File: src/rtl/uart_response_tx_if.sv
// Parser-side handshake and UART line signals for uart_response_tx.
// master = event producer / line observer, slave = the transmitter.
interface uart_response_tx_if;
  logic       i_evt_valid;
  logic [1:0] i_evt_code;
  logic [7:0] i_led;
  logic       o_evt_ready;
  logic       o_tx_serial;
  logic       o_tx_active;
  logic       o_tx_done;

  modport master (
    output i_evt_valid, i_evt_code, i_led,
    input  o_evt_ready, o_tx_serial, o_tx_active, o_tx_done
  );

  modport slave (
    input  i_evt_valid, i_evt_code, i_led,
    output o_evt_ready, o_tx_serial, o_tx_active, o_tx_done
  );
endinterface

File: src/rtl/uart_response_tx.sv
// Formats a parser result event as an ASCII reply line and sends it 8N1.
// Define UART_RESP_STATUS_EN to build the "L=hh" STATUS reply for code 2.
module uart_response_tx #(
  parameter int CLKS_PER_BIT = 87
) (
  input logic              clk,
  input logic              rst,
  uart_response_tx_if.slave bus
);
  localparam int CW = $clog2(CLKS_PER_BIT);
  localparam logic [CW-1:0] BAUD_LAST = CW'(CLKS_PER_BIT - 1);

  typedef enum logic [1:0] {S_IDLE, S_START, S_DATA, S_STOP} state_t;

  state_t        r_state;
  logic [CW-1:0] r_baud;
  logic [2:0]    r_bit;
  logic [2:0]    r_byte;
  logic [1:0]    r_code;
  logic          r_tx;
  logic          r_ready;
  logic          r_active;
  logic          r_done;
`ifdef UART_RESP_STATUS_EN
  logic [7:0]    r_led;
`endif

  logic [7:0] w_byte;
  logic [2:0] w_last;
  logic       w_baud_end;
  logic       w_accept;

  assign w_baud_end = (r_baud == BAUD_LAST);
  assign w_accept   = bus.i_evt_valid & r_ready;

`ifdef UART_RESP_STATUS_EN
  function automatic logic [7:0] hex_ascii(input logic [3:0] n);
    return (n < 4'd10) ? (8'h30 + {4'h0, n}) : (8'h37 + {4'h0, n});
  endfunction
`endif

  // Reply ROM indexed by the latched code and the current byte position.
  always_comb begin
    w_byte = 8'h0A;
    w_last = 3'd3;
    case (r_code)
      2'd1, 2'd3: begin
        w_last = 3'd4;
        case (r_byte)
          3'd0:    w_byte = 8'h45;
          3'd1:    w_byte = 8'h52;
          3'd2:    w_byte = 8'h52;
          3'd3:    w_byte = 8'h0D;
          default: w_byte = 8'h0A;
        endcase
      end
`ifdef UART_RESP_STATUS_EN
      2'd2: begin
        w_last = 3'd5;
        case (r_byte)
          3'd0:    w_byte = 8'h4C;
          3'd1:    w_byte = 8'h3D;
          3'd2:    w_byte = hex_ascii(r_led[7:4]);
          3'd3:    w_byte = hex_ascii(r_led[3:0]);
          3'd4:    w_byte = 8'h0D;
          default: w_byte = 8'h0A;
        endcase
      end
`endif
      default: begin
        w_last = 3'd3;
        case (r_byte)
          3'd0:    w_byte = 8'h4F;
          3'd1:    w_byte = 8'h4B;
          3'd2:    w_byte = 8'h0D;
          default: w_byte = 8'h0A;
        endcase
      end
    endcase
  end

  // The line is driven from the current state, so it trails the FSM by one cycle.
  always_ff @(posedge clk) begin
    if (rst) begin
      r_state  <= S_IDLE;
      r_baud   <= '0;
      r_bit    <= '0;
      r_byte   <= '0;
      r_code   <= '0;
      r_tx     <= 1'b1;
      r_ready  <= 1'b1;
      r_active <= 1'b0;
      r_done   <= 1'b0;
`ifdef UART_RESP_STATUS_EN
      r_led    <= '0;
`endif
    end else begin
      r_done <= 1'b0;
      if (r_state == S_IDLE) r_baud <= '0;
      else                   r_baud <= w_baud_end ? '0 : r_baud + 1'b1;

      case (r_state)
        S_IDLE: begin
          r_tx <= 1'b1;
          if (w_accept) begin
            r_state  <= S_START;
            r_code   <= bus.i_evt_code;
`ifdef UART_RESP_STATUS_EN
            r_led    <= bus.i_led;
`endif
            r_byte   <= '0;
            r_bit    <= '0;
            r_ready  <= 1'b0;
            r_active <= 1'b1;
          end
        end
        S_START: begin
          r_tx <= 1'b0;
          if (w_baud_end) r_state <= S_DATA;
        end
        S_DATA: begin
          r_tx <= w_byte[r_bit];
          if (w_baud_end) begin
            r_bit <= r_bit + 3'd1;
            if (r_bit == 3'd7) r_state <= S_STOP;
          end
        end
        S_STOP: begin
          r_tx <= 1'b1;
          if (w_baud_end) begin
            if (r_byte == w_last) begin
              r_state  <= S_IDLE;
              r_byte   <= '0;
              r_done   <= 1'b1;
              r_ready  <= 1'b1;
              r_active <= 1'b0;
            end else begin
              r_byte  <= r_byte + 3'd1;
              r_state <= S_START;
            end
          end
        end
        default: r_state <= S_IDLE;
      endcase
    end
  end

  assign bus.o_evt_ready = r_ready;
  assign bus.o_tx_serial = r_tx;
  assign bus.o_tx_active = r_active;
  assign bus.o_tx_done   = r_done;
endmodule

File: src/flat_wrapper.sv
// flat-port wrapper written by rule: the top's interface ports become plain ports
module uart_response_tx_flat 
#(
  parameter int CLKS_PER_BIT = 87
)
  (clk, rst, bus_i_evt_valid, bus_i_evt_code, bus_i_led, bus_o_evt_ready, bus_o_tx_serial, bus_o_tx_active, bus_o_tx_done);
  uart_response_tx_if bus_i ();
  input logic clk;
  input logic rst;
  input wire logic [$bits(bus_i.i_evt_valid)-1:0] bus_i_evt_valid;
  input wire logic [$bits(bus_i.i_evt_code)-1:0] bus_i_evt_code;
  input wire logic [$bits(bus_i.i_led)-1:0] bus_i_led;
  output wire logic [$bits(bus_i.o_evt_ready)-1:0] bus_o_evt_ready;
  output wire logic [$bits(bus_i.o_tx_serial)-1:0] bus_o_tx_serial;
  output wire logic [$bits(bus_i.o_tx_active)-1:0] bus_o_tx_active;
  output wire logic [$bits(bus_i.o_tx_done)-1:0] bus_o_tx_done;
  assign bus_i.i_evt_valid = bus_i_evt_valid;
  assign bus_i.i_evt_code = bus_i_evt_code;
  assign bus_i.i_led = bus_i_led;
  assign bus_o_evt_ready = bus_i.o_evt_ready;
  assign bus_o_tx_serial = bus_i.o_tx_serial;
  assign bus_o_tx_active = bus_i.o_tx_active;
  assign bus_o_tx_done = bus_i.o_tx_done;
  uart_response_tx #(.CLKS_PER_BIT(CLKS_PER_BIT)) u_core (.clk(clk), .rst(rst), .bus(bus_i));
endmodule
File: config.mk
export PLATFORM = sky130hd
export DESIGN_NAME = uart_response_tx_flat
export DESIGN_NICKNAME = d
export VERILOG_FILES = /design/src/rtl/uart_response_tx_if.sv /design/src/rtl/uart_response_tx.sv /design/src/flat_wrapper.sv
export SDC_FILE = /design/constraint.sdc
export NUM_CORES = 1
export LEC_CHECK = 0
export BUFFER_PORTS_ARGS = -buffer_cell sky130_fd_sc_hd__buf_2
export CELL_PAD_IN_SITES_DETAIL_PLACEMENT = 1
export CELL_PAD_IN_SITES_GLOBAL_PLACEMENT = 2
export CORE_ASPECT_RATIO = 0.9
export CORE_UTILIZATION = 35
export CTS_BUF_LIST = sky130_fd_sc_hd__clkbuf_4 sky130_fd_sc_hd__clkbuf_8
export DETAILED_ROUTE_END_ITERATION = 10
export PLACE_DENSITY = 0.84
export SYNTH_ARGS = -nofsm -noshare
export SYNTH_HDL_FRONTEND = slang
export SYNTH_SLANG_ARGS = --single-unit
export TNS_END_PERCENT = 1
File: constraint.sdc
create_clock -name clk -period 2 [get_ports clk]
set_input_delay 0.1 -clock clk [delete_from_list [all_inputs] [get_ports clk]]
set_output_delay 0.1 -clock clk [all_outputs]
set_load 0.05 [all_outputs]
==> impl_metrics.json <==
{
  "p_clk_frac": 0.242,
  "finalPower_w": 0.00110,
  "cp_max_fo": 8,
  "synth_area_leaders": "dfxtp_1, ha_1, nor2_1",
  "drt_iter0_markers": 56,
  "postSynthCellCount": 138,
  "postLayoutCellArea_um2": 1320,
  "ys_warn_count": 0,
  "syn-cell-area_um2": 1170,
  "dieHeight_um": 56.8,
  "grtUsageTotal": 0.166,
  "power.density_nw_per_um2": 834,
  "p_seq_frac": 0.424,
  "skew_ns": 0.00979,
  "setup_slack_ns": 0.104,
  "crit_required_ns": 2.15,
  "reg2reg_setup_slack_ns": 0.10,
  "combPwrFrac": 0.334,
  "root_buffer": "clkbuf_8",
  "drv_cap": 0,
  "antenna_found_initial": 0,
  "clock_latency_ns": 0.26,
  "slew_headroom": 0.622,
  "r2r_start": "u_core.r_byte[0]",
  "postRouteAntennaNets": 0,
  "syn-num-nets": 164,
  "dp_cells": 187,
  "num_antenna_cells": 0,
  "max-vdd-ir-drop_v": 0.000444,
  "io_buffers": 7,
  "clk_path_buf_depth": 2,
  "initial_utilization": 0.376,
  "synth_edf_count": 0,
  "vias": 1016,
  "grt_pass1_vias": 1032,
  "drive_gt1_frac": 0.122,
  "gp_congestion": 0.776,
  "grt-ovfl-total": 0,
  "setup_viol": 0,
  "p_sw_w": 0.000408,
  "holdCritPathClass": "primary input to flip-flop",
  "die_w_um": 62.9,
  "grt_max_degree": 15,
  "worstPathCellList": "inv_1 > ha_1 > nor4b_1 > a31oi_1 > a221oi_1 > o21ai_0 > a211o_1",
  "placed_cell_area_um2": 1270,
  "cts_buffers": 3,
  "r2r_end": "u_core.bus.o_tx_serial",
  "fin_crit_sh": 0.948,
  "finalNetCount": 176,
  "ys_seq_area_frac": 0.342,
  "worstRegToRegCells": 7,
  "internal_power_w": 0.000691,
  "postCtsSetupBuffers": 0,
  "min_to": "u_core.r_code[0]",
  "rows": 19,
  "min_from": "bus_i_evt_code[0]",
  "arrival_ns": 2.05,
  "core_region_area_um2": 3110,
  "grt_pass1_wl_mm": 4.63,
  "ys_ff_latch": 20,
  "yosysTopAreaCellShare": 0.342,
  "ys_types": 38,
  "clkTransAtPathRegs_ns": 0.08,
  "drc": 0,
  "synth_ff_type": "dfxtp_1",
  "dieArea_um2": 3580,
  "dp_slack_ns": -0.0331,
  "drt_pass1_iterations": 4,
  "final_common_cell": "nor2_1",
  "viasPerCell": 5.35,
  "rsz0062_at_grt": "no",
  "cp_num_buf_inv": 1,
  "wl_per_cell_um": 14.3,
  "cellLeakagePower_nw": 0.528,
  "cpPeakStageDelay_ns": 0.40,
  "post-synth-top-area-cell": "dfxtp_1",
  "area_growth_pct": 12.5,
  "drt-total-wl_mm": 2.72,
  "cts.sinks": 20,
  "worst_slew_pin_slew_ns": 0.562,
  "critPathTopFamily": "compound AO/OA/AOI/OAI gates",
  "ios": 17,
  "hold_viol_final": 0,
  "cp-start-kind": "flip-flop",
  "synth_area_per_cell_um2": 8.48,
  "cts_tree": "built",
  "worstHoldPathCells": 3,
  "cts-htree-levels": 1,
  "cp-end-kind": "flip-flop",
  "fin_crit_ns": 1.90,
  "cp_slowest_cell": "dfxtp_4",
  "status": "finished clean",
  "swShare": 0.371,
  "setup.worst_path.class": "flip-flop to flip-flop",
  "crit_cells": 7,
  "slew_violations": 0,
  "hold_slack_ns": 0.0730,
  "fmax_mhz": 527,
  "finalNonFillerCells": 190,
  "layout_common_cells": "nor2_1, dfxtp_1, ha_1",
  "synthArstFlopShare": 0,
  "dp_hpwl_mm": 2.11
}
[layer usage]
layer / track usage / up-vias / part of all wire
met4: 0.0399 / 0 / 0.0074
met1: 0.196 / 492 / 0.48
met2: 0.298 / 7 / 0.49
met5: 0 / - / 0
li1: - / 513 / -
met3: 0.0427 / 4 / 0.022
[cells by family (layout without fill, tap and decap cells)]
group / count (synthesis) / in the layout / synth area share
multiplexers: 2 / 2 / 0.0171
AND/OR/NAND/NOR: 52 / 52 / 0.220
XOR/XNOR: 5 / 5 / 0.0374
AO/OA/AOI/OAI: 31 / 31 / 0.190
flip-flops: 20 / 20 / 0.342
adder cells (fa/ha/maj): 13 / 13 / 0.139
buffers and inverters: 15 / 25 / 0.0535
[tightest hold or removal path, cell delays in order]
cell     delay [ns]
buf_2          0.08
mux2i_1        0.05
nor2_1         0.07
[through the flow]
step,setup TNS [ns],util
floorplan,0,-
global placement,-0.0112,0.408
detailed placement,-0.0331,0.408
CTS,0,0.421
global route,0,0.423
finish,0,0.423
[Yosys cell counts, drive strengths merged, types with 2 or more instances]
master,n
clkbuf,2
a2111oi,3
nor4,3
nor3,3
dfxtp,20
xor2,2
and3,3
a211o,3
nor2,19
a21oi,7
xnor2,3
a31oi,3
mux2i,2
ha,13
o21ai,5
or3,3
inv,10
nand4,2
buf,3
nand2,9
nand3,5
a22oi,2
nand2b,2
[power by group through the flow]
stage / clock network (W) / logic (W) / registers [W]
floorplan: 0 / 0.000228 / 0.000518
global placement: 0 / 0.000354 / 0.000473
detailed placement: 0 / 0.000364 / 0.000476
CTS: 0.000282 / 0.000370 / 0.000467
global route: 0.000298 / 0.000403 / 0.000471
finish: 0.000266 / 0.000367 / 0.000466
[state kept, by name, indices dropped and copies added (netlist names)]
signal and cells:
u_core.r_baud 7, u_core.r_bit 3, u_core.r_byte 3, u_core.r_state 2
u_core.bus.o_evt_ready 1, u_core.bus.o_tx_active 1, u_core.bus.o_tx_done 1, u_core.bus.o_tx_serial 1
u_core.r_code 1
[cell type report]
class	instances	area (µm²)
inverters	10	37.5
well taps	42	52.6
clock buffers	3	41.3
repair buffers	12	72.6
fillers	386	1800
multi-input cells	103	707
flip-flops and latches	20	405
[worst max-delay path by stage]
stage	from	endpoint
global placement	u_core.r_byte[0]	u_core.bus.o_tx_serial
floorplan	u_core.r_byte[0]	u_core.bus.o_tx_serial
global route	u_core.r_byte[0]	u_core.bus.o_tx_serial
finish	u_core.r_byte[0]	u_core.bus.o_tx_serial
detailed placement	u_core.r_byte[0]	u_core.bus.o_tx_serial
CTS	u_core.r_byte[1]	u_core.bus.o_tx_serial
[timing repair]
item | CTS | global route
gates resized for setup | 1 | 2
hold buffers | 0 | 0
pin swaps | 0 | 1
endpoints found under the setup margin | 1 | 1
cloned | 0 | 0
Note: power is estimated with default switching activity, not from simulation.
